### config.mk
export PLATFORM = sky130hd
export DESIGN_NAME = lcd_bus_shadow
export DESIGN_NICKNAME = d
export VERILOG_FILES = /design/src/rtl/lcd_shadow_pkg.sv /design/src/rtl/lcd_addr_step.sv /design/src/rtl/lcd_bus_shadow.sv
export SDC_FILE = /design/constraint.sdc
export NUM_CORES = 1
export LEC_CHECK = 0
export ABC_AREA = 1
export CAP_MARGIN = 10
export CORE_MARGIN = 10
export CORE_UTILIZATION = 35
export CTS_BUF_LIST = sky130_fd_sc_hd__clkbuf_16
export CTS_CLUSTER_DIAMETER = 50
export DETAILED_ROUTE_END_ITERATION = 16
export RECOVER_POWER = 100
export SLEW_MARGIN = 30
export SYNTH_ARGS = -nofsm -noshare
export SYNTH_HDL_FRONTEND = slang
export SYNTH_SLANG_ARGS = --single-unit
### constraint.sdc
create_clock -name clk -period 3.7 [get_ports clk]
set_clock_uncertainty 0.1 [all_clocks]
set_input_delay 0.555 -clock clk [delete_from_list [all_inputs] [get_ports clk]]
set_output_delay 0.555 -clock clk [all_outputs]
set_load 0.005 [all_outputs]
### src/rtl/lcd_shadow_pkg.sv
// Shared types and constants for the HD44780 bus shadow.
// Opcode masks are matched against the leading one of an instruction byte.
package lcd_shadow_pkg;

    typedef enum logic [1:0] {
        S_IDLE,
        S_APPLY,
        S_CLEAR
    } state_e;

    typedef struct packed {
        logic       rs;
        logic [7:0] data;
    } bus_wr_t;

    localparam logic [7:0] OP_DDRAM = 8'h80;
    localparam logic [7:0] OP_CGRAM = 8'h40;
    localparam logic [7:0] OP_FUNC  = 8'h20;
    localparam logic [7:0] OP_SHIFT = 8'h10;
    localparam logic [7:0] OP_DISP  = 8'h08;
    localparam logic [7:0] OP_ENTRY = 8'h04;
    localparam logic [7:0] OP_HOME  = 8'h02;
    localparam logic [7:0] OP_CLEAR = 8'h01;

    localparam logic [6:0] LINE1_BASE = 7'h00;
    localparam logic [6:0] LINE1_END  = 7'h27;
    localparam logic [6:0] LINE2_BASE = 7'h40;
    localparam logic [6:0] LINE2_END  = 7'h67;

    localparam logic [7:0] BLANK = 8'h20;

    // One-hot of the most significant set bit; zero for a zero byte.
    function automatic logic [7:0] lead_one(input logic [7:0] d);
        lead_one = '0;
        for (int i = 0; i < 8; i++) begin
            if (d[i]) lead_one = 8'b1 << i;
        end
    endfunction

endpackage

### src/rtl/lcd_addr_step.sv
// Next address-counter value for one step up or down,
// wrapping between the two DDRAM lines.
module lcd_addr_step
    import lcd_shadow_pkg::*;
(
    input  logic [6:0] addr_i,
    input  logic       inc_i,
    output logic [6:0] addr_o
);

    logic [6:0] base;
    logic [6:0] last;
    logic [6:0] other_base;
    logic [6:0] other_end;

    always_comb begin
        base       = addr_i[6] ? LINE2_BASE : LINE1_BASE;
        last       = addr_i[6] ? LINE2_END  : LINE1_END;
        other_base = addr_i[6] ? LINE1_BASE : LINE2_BASE;
        other_end  = addr_i[6] ? LINE1_END  : LINE2_END;
        addr_o     = addr_i;
        if (inc_i) begin
            // Gap addresses behave as if already past the line end.
            if (addr_i >= last) addr_o = other_base;
            else                addr_o = addr_i + 7'd1;
        end else begin
            if (addr_i == base)     addr_o = other_end;
            else if (addr_i > last) addr_o = last;
            else                    addr_o = addr_i - 7'd1;
        end
    end

endmodule

### src/rtl/lcd_bus_shadow.sv
// Receiver side of the character-LCD bus: decodes writes into
// controller state and mirrors the 2x16 visible DDRAM.
module lcd_bus_shadow
    import lcd_shadow_pkg::*;
#(
    parameter int BUSY_LONG_CYC  = 1520,
    parameter int BUSY_SHORT_CYC = 37
) (
    input  logic       clk,
    input  logic       rst,
    input  logic       LCD_E,
    input  logic       LCD_RS,
    input  logic       LCD_RW,
    input  logic [7:0] LCD_DATA,
    input  logic [4:0] rd_addr,
    output logic [7:0] rd_char,
    output logic [6:0] cursor_addr,
    output logic       entry_inc,
    output logic       disp_on,
    output logic       cursor_on,
    output logic       blink_on,
    output logic       func_8bit,
    output logic       func_2line,
    output logic       init_done,
    output logic       cmd_strobe,
    output logic       data_strobe,
    output logic       err_timing,
    output logic       err_rw,
    output logic       err_overrun
);

    localparam int BW = $clog2(BUSY_LONG_CYC + 1);

    state_e     state_q, state_d;
    bus_wr_t    cmd_q, cmd_d;
    bus_wr_t    hold_q, hold_d;
    logic       hold_v_q, hold_v_d;
    logic       e_q;
    logic [BW-1:0] busy_q, busy_d;
    logic [4:0] clr_idx_q, clr_idx_d;
    logic [6:0] cursor_q, cursor_d;
    logic       entry_inc_q, entry_inc_d;
    logic       disp_q, disp_d;
    logic       cur_q, cur_d;
    logic       blink_q, blink_d;
    logic       f8_q, f8_d;
    logic       f2_q, f2_d;
    logic       fs_ok_q, fs_ok_d;
    logic       init_q, init_d;
    logic       cgram_q, cgram_d;
    logic       cmd_stb_q, cmd_stb_d;
    logic       data_stb_q, data_stb_d;
    logic       err_t_q, err_t_d;
    logic       err_rw_q, err_rw_d;
    logic       err_ov_q, err_ov_d;
    logic [7:0] rd_char_q;
    logic [7:0] mem_q [32];

    logic       fall;
    logic       cap;
    bus_wr_t    cap_wr;
    logic [7:0] op;
    logic       step_inc;
    logic [6:0] step_addr;
    logic       wr_en;
    logic [4:0] wr_idx;
    logic [7:0] wr_val;

    assign fall     = e_q & ~LCD_E;
    assign cap      = fall & ~LCD_RW;
    assign cap_wr   = '{rs: LCD_RS, data: LCD_DATA};
    assign op       = lead_one(cmd_q.data);
    assign step_inc = cmd_q.rs ? entry_inc_q : cmd_q.data[2];

    lcd_addr_step u_step (
        .addr_i (cursor_q),
        .inc_i  (step_inc),
        .addr_o (step_addr)
    );

    always_comb begin
        state_d     = state_q;
        cmd_d       = cmd_q;
        hold_d      = hold_q;
        hold_v_d    = hold_v_q;
        busy_d      = (busy_q != '0) ? busy_q - BW'(1) : '0;
        clr_idx_d   = clr_idx_q;
        cursor_d    = cursor_q;
        entry_inc_d = entry_inc_q;
        disp_d      = disp_q;
        cur_d       = cur_q;
        blink_d     = blink_q;
        f8_d        = f8_q;
        f2_d        = f2_q;
        fs_ok_d     = fs_ok_q;
        init_d      = init_q;
        cgram_d     = cgram_q;
        cmd_stb_d   = 1'b0;
        data_stb_d  = 1'b0;
        err_t_d     = err_t_q;
        err_rw_d    = err_rw_q;
        err_ov_d    = err_ov_q;
        wr_en       = 1'b0;
        wr_idx      = '0;
        wr_val      = BLANK;

        if (fall && LCD_RW)      err_rw_d = 1'b1;
        if (cap && busy_q != '0) err_t_d  = 1'b1;

        if (cap && state_q != S_IDLE) begin
            if (hold_v_q) begin
                err_ov_d = 1'b1;
            end else begin
                hold_d   = cap_wr;
                hold_v_d = 1'b1;
            end
        end

        unique case (state_q)
            S_IDLE: begin
                // The held write goes first; a new capture refills the slot.
                if (hold_v_q) begin
                    cmd_d   = hold_q;
                    state_d = S_APPLY;
                    if (cap) hold_d   = cap_wr;
                    else     hold_v_d = 1'b0;
                end else if (cap) begin
                    cmd_d   = cap_wr;
                    state_d = S_APPLY;
                end
            end
            S_APPLY: begin
                state_d = S_IDLE;
                busy_d  = BW'(BUSY_SHORT_CYC);
                if (!cmd_q.rs) begin
                    cmd_stb_d = 1'b1;
                    unique case (op)
                        OP_DDRAM: begin
                            cursor_d = cmd_q.data[6:0];
                            cgram_d  = 1'b0;
                        end
                        OP_CGRAM: cgram_d = 1'b1;
                        OP_FUNC: begin
                            f8_d    = cmd_q.data[4];
                            f2_d    = cmd_q.data[3];
                            fs_ok_d = cmd_q.data[4] & cmd_q.data[3];
                        end
                        OP_SHIFT: begin
                            if (!cmd_q.data[3]) cursor_d = step_addr;
                        end
                        OP_DISP: begin
                            disp_d  = cmd_q.data[2];
                            cur_d   = cmd_q.data[1];
                            blink_d = cmd_q.data[0];
                            if (cmd_q.data[2] && fs_ok_q) init_d = 1'b1;
                        end
                        OP_ENTRY: entry_inc_d = cmd_q.data[1];
                        OP_HOME: begin
                            cursor_d = '0;
                            busy_d   = BW'(BUSY_LONG_CYC);
                        end
                        OP_CLEAR: begin
                            state_d   = S_CLEAR;
                            clr_idx_d = '0;
                            busy_d    = BW'(BUSY_LONG_CYC);
                        end
                        default: ;
                    endcase
                end else begin
                    data_stb_d = 1'b1;
                    if (!cgram_q) begin
                        wr_val   = cmd_q.data;
                        wr_idx   = {cursor_q[6], cursor_q[3:0]};
                        wr_en    = (cursor_q[5:4] == 2'b00);
                        cursor_d = step_addr;
                    end
                end
            end
            S_CLEAR: begin
                wr_en     = 1'b1;
                wr_idx    = clr_idx_q;
                clr_idx_d = clr_idx_q + 5'd1;
                if (clr_idx_q == 5'd31) begin
                    state_d     = S_IDLE;
                    cursor_d    = '0;
                    entry_inc_d = 1'b1;
                end
            end
            default: state_d = S_IDLE;
        endcase
    end

    always_ff @(posedge clk or negedge rst) begin
        if (!rst) begin
            state_q     <= S_IDLE;
            cmd_q       <= '0;
            hold_q      <= '0;
            hold_v_q    <= 1'b0;
            e_q         <= 1'b0;
            busy_q      <= '0;
            clr_idx_q   <= '0;
            cursor_q    <= '0;
            entry_inc_q <= 1'b1;
            disp_q      <= 1'b0;
            cur_q       <= 1'b0;
            blink_q     <= 1'b0;
            f8_q        <= 1'b0;
            f2_q        <= 1'b0;
            fs_ok_q     <= 1'b0;
            init_q      <= 1'b0;
            cgram_q     <= 1'b0;
            cmd_stb_q   <= 1'b0;
            data_stb_q  <= 1'b0;
            err_t_q     <= 1'b0;
            err_rw_q    <= 1'b0;
            err_ov_q    <= 1'b0;
            rd_char_q   <= BLANK;
            for (int i = 0; i < 32; i++) mem_q[i] <= BLANK;
        end else begin
            state_q     <= state_d;
            cmd_q       <= cmd_d;
            hold_q      <= hold_d;
            hold_v_q    <= hold_v_d;
            e_q         <= LCD_E;
            busy_q      <= busy_d;
            clr_idx_q   <= clr_idx_d;
            cursor_q    <= cursor_d;
            entry_inc_q <= entry_inc_d;
            disp_q      <= disp_d;
            cur_q       <= cur_d;
            blink_q     <= blink_d;
            f8_q        <= f8_d;
            f2_q        <= f2_d;
            fs_ok_q     <= fs_ok_d;
            init_q      <= init_d;
            cgram_q     <= cgram_d;
            cmd_stb_q   <= cmd_stb_d;
            data_stb_q  <= data_stb_d;
            err_t_q     <= err_t_d;
            err_rw_q    <= err_rw_d;
            err_ov_q    <= err_ov_d;
            rd_char_q   <= mem_q[rd_addr];
            if (wr_en) mem_q[wr_idx] <= wr_val;
        end
    end

    assign rd_char     = rd_char_q;
    assign cursor_addr = cursor_q;
    assign entry_inc   = entry_inc_q;
    assign disp_on     = disp_q;
    assign cursor_on   = cur_q;
    assign blink_on    = blink_q;
    assign func_8bit   = f8_q;
    assign func_2line  = f2_q;
    assign init_done   = init_q;
    assign cmd_strobe  = cmd_stb_q;
    assign data_strobe = data_stb_q;
    assign err_timing  = err_t_q;
    assign err_rw      = err_rw_q;
    assign err_overrun = err_ov_q;

endmodule

==> out/metrics.cfg, run 1 <==
[worst_setup_path]
required_ns = 4.07
slowest_delay_ns = 0.64
worst-path-buf-inv = 3
crit_fanout = 18
start_kind = flop
cpLargestDelayFamily = buffers and inverters
crit_top_cell = inv_1
critPathKind = reg2reg
crit_slowest_cell = inv_1
worstPathCellList = inv_1 > ha_1 > inv_1 > o22ai_4 > nand3_4 > inv_1 > nand2_2 > o21ai_0
cp.arrival_ns = 3.60
critPathCaptureType = flop

[placed_design]
hpwl_mm = 30.3
dp_cells = 2569
io_buffer_count = 44
place.gp.congestion = 0.868

[yosys]
async_reset_ff_share_pct = 100
synth_fp_nets = 2032
synth_ff_type = dfrtp_1
ys_types = 47
synth_edf_count = 0
synthCells = 2005
seq_area_frac_synth_pct = 50.4
syn-cell-area_mm2 = 0.0161
yosys_warnings = 0
ys_ff_latch = 323
avgSynthCellArea_um2 = 8.04

[clock_network]
clock_sinks = 323
cts-root-buf = clkbuf_16
clk_latency_ns = 0.57
cts_tree = built
ctsResizeCount = 0
cts_setup_buffers = 0
clk_pin_slew_ns = 0.06
cts_buffers = 42
ctsHtreeMaxLevel = 2
cts_max_path_buffers = 3

[timing]
rsz0062_at_grt = false
setup_viol = 0
slew_violations = 36
tightest_slew_ns = 2.01
max_freq_mhz = 309
hold_viol = 0
period_minus_slack_ns = 3.23
slew_headroom_pct = -33.9
finalSetupTns_ns = 0
fin_crit_sh_pct = 87.4

[min_path]
min_path_type = reg2reg

[routing]
drc_errors = 0
wire_per_inst_um = 17.8
routed_wirelength_mm = 47.2
via_per_inst = 5.25
drtAntennaViolNets = 0
dr.pass1.iters = 6
vias = 13900
dr.first_iter.drc_count = 1269

[finish]
fillCellCount = 4589
finalNonFillerCells = 2647
antennaDiodeCount = 0
area_growth_pct = 15.1
layout-drive-gt1-share_pct = 8.94
fin_nets = 2042

[power_and_ir_drop]
peakVddDrop_mv = 0.330
power_density_mw_per_mm2 = 568
leakagePower_nw = 9.11

[job]
cap_violations = 1

[die]
die_y_um = 235
core_area_mm2 = 0.0455
die-area_mm2 = 0.0550
start_util_pct = 35.4
dieWidth_um = 235
num_rows = 78
ios = 45

[outcome]
violations = capacitance limit, slew limit
status = finished with violations

[global_route]
antenna_found_initial = 1
grt_max_degree = 140
grt_overflow = 0
grt.met3_usage_pct = 4.19
top_usage_layer = met2
grt_pass1_wl_mm = 76.6
use_met2_pct = 27.1
use_met1_pct = 23.4
grt_use_total_pct = 17.3
grt_pass1_vias = 13800

[flip-flops by register name (all words and copies together), names as in the netlist, 2 cells and up]
| register | flops |
|---|---|
| busy_q | 11 |
| clr_idx_q | 5 |
| cmd_q | 9 |
| cursor_addr | 7 |
| hold_q | 9 |
| mem_q | 256 |
| rd_char | 8 |
| state_q | 2 |
[worst reg2reg max path: cells and delay by family (launching register included)]
family                   cells  cell delay (ns)
buffers and inverters        3             1.00
AO/OA/AOI/OAI                2             0.68
AND/OR/NAND/NOR              2             0.59
flip-flops                   1             0.40
adder cells (fa/ha/maj)      1             0.37
[area by class of cell]
| cell class | instances | area, um^2 | share of cell area [%] |
|---|---|---|---|
| Clock inverter | 33 | 344 | 1.86 |
| Tap cell | 600 | 751 | 4.05 |
| Clock buffer | 43 | 1080 | 5.80 |
| Sequential cell | 323 | 8130 | 43.8 |
| Timing Repair Buffer | 86 | 845 | 4.55 |
| Multi-Input combinational cell | 1469 | 7050 | 38.0 |
| Inverter | 93 | 354 | 1.91 |
[worst paths after layout]
| check | startpoint | end | slack, ns | cells after the start |
|---|---|---|---|---|
| hold / removal | err_overrun | err_overrun | 0.35 | 1 |
| hold reg to reg | err_overrun | err_overrun | 0.35 | 1 |
| max in group asynchronous | rst | mem_q[221] | 0.68 | 4 |
| min in group asynchronous | rst | busy_q[6] | 0.99 | 2 |
| setup reg to reg | state_q[0] | mem_q[245] | 0.47 | 8 |
| setup / recovery | state_q[0] | mem_q[245] | 0.47 | 8 |
[cell families (layout without fill, tap and decap cells)]
logic type      after synthesis  in the layout  share of synthesized area, %
compound gates              385            385                          14.8
xor+xnor                     11             11                         0.598
fa+ha+maj                     9              9                         0.699
buf+inv                     213            255                          5.64
flops                       323            323                          50.4
mux                           1              1                        0.0699
simple gates               1063           1063                          27.8
[power breakdown]
part	switching [mW]	internal (mW)	total, mW	leakage (nW)
clock network	1.66	2.55	4.21	0.708
logic	1.50	0.708	2.21	4.11
registers	0.272	3.85	4.12	4.29
[per-layer routing]
layer,up-vias,wire [um],share of wire (%)
met4,2,1090,2.3
met1,6745,21300,45
met2,441,21400,45
met5,-,11,0.023
met3,71,3370,7.1
li1,6641,-,-
[what timing repair did]
action | CTS | global route
hold buffers | 0 | 1
endpoints found under the setup margin | 0 | 0
endpoints found under the hold margin | 0 | 34
[cells in the mapped netlist (7+ instances only)]
library cell / n / area [um^2]
nand2_2: 10 / 62.6
o221ai_1: 32 / 280
a21oi_1: 24 / 120
a221oi_1: 9 / 78.8
buf_4: 7 / 52.6
ha_1: 9 / 113
o21bai_1: 55 / 413
dfstp_2: 34 / 893
nor2_4: 11 / 124
buf_2: 33 / 165
dfrtp_1: 289 / 7230
o22ai_1: 11 / 68.8
xor2_1: 7 / 61.3
nor2_1: 142 / 533
nand4_1: 8 / 50.1
inv_1: 81 / 304
nand3_1: 193 / 966
inv_2: 8 / 30.0
nand2_1: 678 / 2540
o21ai_1: 39 / 195
o21ai_0: 171 / 856
o211ai_1: 17 / 128
o21a_1: 13 / 97.6
clkbuf_1: 69 / 259
[through the flow]
step / hold WS [ns] / worst slack (ns) / util (%) / power, mW / area, um^2
CTS: 0.0159 / 0.675 / 40.9 / 10.7 / 18600
floorplan: 0.159 / 1.50 / - / 5.54 / 16100
detailed placement: 0.347 / 0.674 / 37.8 / 6.43 / 17200
finish: 0.347 / 0.465 / 40.8 / 10.5 / 18500
global placement: 0.347 / 0.724 / 37.8 / 6.40 / 17200
global route: 0.379 / 0.188 / 40.8 / 11.1 / 18500
[cell usage in the layout (no fill, tap or decap), types with 8 or more instances in the layout]
cell type	instances
nand2_1	684
dfrtp_1	289
o21ai_0	193
nand3_1	193
nor2_1	142
inv_1	90
o21bai_1	55
clkbuf_16	43
dfstp_2	34
o221ai_1	32
buf_4	31
dlygate4sd3_1	30
a21oi_1	24
o211ai_1	17
o21ai_1	17
o21a_1	13
o22ai_1	12
clkdlybuf4s50_1	12
nor2_2	10
a221oi_1	9
ha_1	9
nand4_1	8
clkinv_1	8
No activity file was read; power rests on OpenSTA's default activity.
==> run 2: changes to the inputs <==
Clock period 3.7 ns to 2.8 ns, I/O delays scaled along.
==> run 2 against run 1 <==
Compared with the run above:
- critical path depth up 5
- clock-buffer cell count up 2
- utilization up 0.37 points
- sequential share of layout area down 0.40 points
- cell count up 1.0%
- power up 31%
- the run still ends with capacitance limit, slew limit left
- hold slack worse by 0.0083 ns
- critical path type unchanged
- sequential cell count unchanged
- via count up 1.9%
==> out/metrics.cfg, run 2 (synthesis gave the netlist of run 1 again) <==
[outcome]
status = finished with violations  ; unchanged
violations = capacitance limit, slew limit  ; unchanged

[worst_setup_path]
crit_fanout = 25  ; was 18
critPathKind = reg2reg  ; unchanged
worstPathCellList = inv_1 > ha_1 > nand2_4 > nor2_4 > inv_4 > o22ai_2 > nand2_1 > nand3_1 > clkbuf_4 > nor2_1 > clkbuf_2 > nand2_1 > nand2_1  ; was inv_1 > ha_1 > inv_1 > o22ai_4 > nand3_4 > inv_1 > nand2_2 > o21ai_0
crit_slowest_cell = dfrtp_1  ; was inv_1
required_ns = 3.13  ; was 4.07 ns
cp.arrival_ns = 2.96  ; was 3.60 ns
crit_start = state_q[1]  ; was state_q[0]
slowest_delay_ns = 0.40  ; was 0.64 ns
rr_startpoint = state_q[1]  ; was state_q[0]
start_kind = flop  ; unchanged
crit_top_cell = nand2_1  ; was inv_1
critPathCaptureType = flop  ; unchanged

[routing]
drtAntennaViolNets = 0  ; unchanged
via_per_inst = 5.30  ; was 5.25
vias = 14200  ; was 13.9k
routed_wirelength_mm = 47.2  ; about the same
dr.first_iter.drc_count = 1193  ; was 1269
wire_per_inst_um = 17.7  ; was 17.8 um
dr.pass1.iters = 5  ; was 6
drc_errors = 0  ; unchanged

[power_and_ir_drop]
peakVddDrop_mv = 0.434  ; was 0.330 mV
leakagePower_nw = 9.24  ; was 9.11 nW
power_density_mw_per_mm2 = 737  ; was 568 mW/mm^2
p_total_mw = 13.8  ; was 10.5 mW

[clock_network]
cts_setup_buffers = 0  ; unchanged
clk_pin_slew_ns = 0.06  ; about the same
clk_latency_ns = 0.56  ; was 0.57 ns
cts_buffers = 43  ; was 42
cts_max_path_buffers = 3  ; unchanged
cts_tree = built  ; unchanged
cts-root-buf = clkbuf_16  ; unchanged
clock_sinks = 323  ; unchanged
ctsHtreeMaxLevel = 2  ; unchanged

[timing]
max_freq_mhz = 381  ; was 309 MHz
period_minus_slack_ns = 2.62  ; was 3.23 ns
tightest_slew_ns = 1.77  ; was 2.01 ns
finalSetupTns_ns = 0  ; unchanged
setup_slack_ns = 0.177  ; was 0.465 ns
rsz0062_at_grt = false  ; unchanged
hold_viol = 0  ; unchanged
fin_crit_sh_pct = 93.7  ; was 87.4%
slew_violations = 67  ; was 36
setup_viol = 0  ; unchanged
slew_headroom_pct = -17.7  ; was -33.9%

[finish]
antennaDiodeCount = 0  ; unchanged
fillCellCount = 4598  ; was 4589
multi_input_area_mm2 = 0.00708  ; was 0.00705 mm^2
largest_reg_flops = 256  ; unchanged
utilization_pct = 41.1  ; was 40.8%
seq_area_mm2 = 0.00813  ; unchanged
fin_nets = 2067  ; was 2042
layout-drive-gt1-share_pct = 10.6  ; was 8.94%
top_regs = mem_q x256, busy_q x11  ; unchanged
final_common_cell = nand2_1  ; unchanged
area_growth_pct = 16.1  ; was 15.1%
design_area_mm2 = 0.0187  ; was 0.0185 mm^2
layout_common_cells = nand2_1, dfrtp_1, o21ai_0  ; was nand2_1, dfrtp_1, o21ai_0, nand3_1, nor2_1
largest-register = mem_q  ; unchanged

[placed_design]
place.gp.congestion = 0.856  ; was 0.868
placed_area_mm2 = 0.0174  ; was 0.0172 mm^2
post-place-ws_ns = 0.191  ; was 0.674 ns
hpwl_mm = 31.2  ; was 30.3 mm
io_buffer_count = 44  ; unchanged

[die]
core_area_mm2 = 0.0455  ; unchanged
die_y_um = 235  ; unchanged
start_util_pct = 35.4  ; unchanged
die-area_mm2 = 0.0550  ; unchanged
ios = 45  ; unchanged
dieWidth_um = 235  ; unchanged
num_rows = 78  ; unchanged

[min_path]
min_path_type = in2reg  ; was reg2reg
min_from = LCD_E  ; was err_overrun

[global_route]
grt_pass1_vias = 13700  ; was 13.8k
antenna_found_initial = 0  ; was 1
grt_use_total_pct = 17.2  ; was 17.3%
grt_max_degree = 92  ; was 140
grt_pass1_wl_mm = 76.0  ; was 76.6 mm
grt_overflow = 0  ; unchanged

[job]
cap_violations = 1  ; unchanged

run 2: changes by cell type in the layout (fill, tap and decap cells not counted), moves of 5 or more:
cell | previous run | this run
buf_4 | 31 | 43
o21ai_0 | 193 | 200
o21ai_1 | 17 | 10
nand2_2 | 4 | 9
nand2_1 | 684 | 679
clkbuf_2 | 1 | 6
nor2_1 | 142 | 137
run 2: timing repair:
| item | 4_1_cts | 5_1_grt |
|---|---|---|
| endpoints found under the hold margin | 49 | 0 |
| resized for setup | 0 | 0 |
| hold buffers | 1 | 0 |
run 2: stage by stage:
| stage | std cells | hold slack (ns) |
|---|---|---|
| 6_report | 2674 | 0.338 |
| 5_1_grt | 2674 | 0.340 |
| 4_1_cts | 2674 | 0.204 |
| 3_5_place_dp | 2594 | 0.332 |
| 3_3_place_gp | 2594 | 0.328 |
| 2_1_floorplan | 2005 | 0.0244 |
run 2: worst max-delay path: cells and delay by family (launching register included):
kind | cells | cell delay [ns]
flops | 1 | 0.40
compound gates | 1 | 0.23
simple gates | 7 | 0.75
buf+inv | 4 | 0.76
fa+ha+maj | 1 | 0.25
run 2: final timing paths:
check | slack [ns] | depth (start not counted) | to
worst max-delay path | 0.18 | 13 | mem_q[250]
worst min-delay path | 0.34 | 1 | e_q
worst max register to register | 0.18 | 13 | mem_q[250]
worst min register to register | 0.36 | 1 | err_overrun
max in group asynchronous | 0.37 | 3 | mem_q[177]
min in group asynchronous | 0.77 | 2 | cmd_q[5]
run 2: layout make-up:
cell class | instances | share of cell area (%)
clock buffers | 45 | 6.02
clock inverters | 34 | 1.28
inverters | 93 | 1.89
multi-input cells | 1469 | 37.8
flip-flops and latches | 323 | 43.4
well taps | 600 | 4.01
repair buffers | 110 | 5.55
run 2: report_power, final:
| group | switching, mW | leakage, nW | total, mW | internal [mW] |
|---|---|---|---|---|
| sequential | 0.337 | 4.29 | 5.42 | 5.08 |
| combinational | 2.06 | 4.24 | 3.07 | 1.01 |
| clock | 2.18 | 0.703 | 5.30 | 3.11 |
| total | 4.58 | 9.24 | 13.8 | 9.20 |
run 2: per-layer routing:
metal | wire (um) | track usage, % | vias up
met3 | 2520 | 2.64 | 79
met2 | 21800 | 27.1 | 434
met4 | 1090 | 5.45 | 0
met1 | 21800 | 23.8 | 6942
li1 | - | - | 6706
met5 | 0 | 0 | -
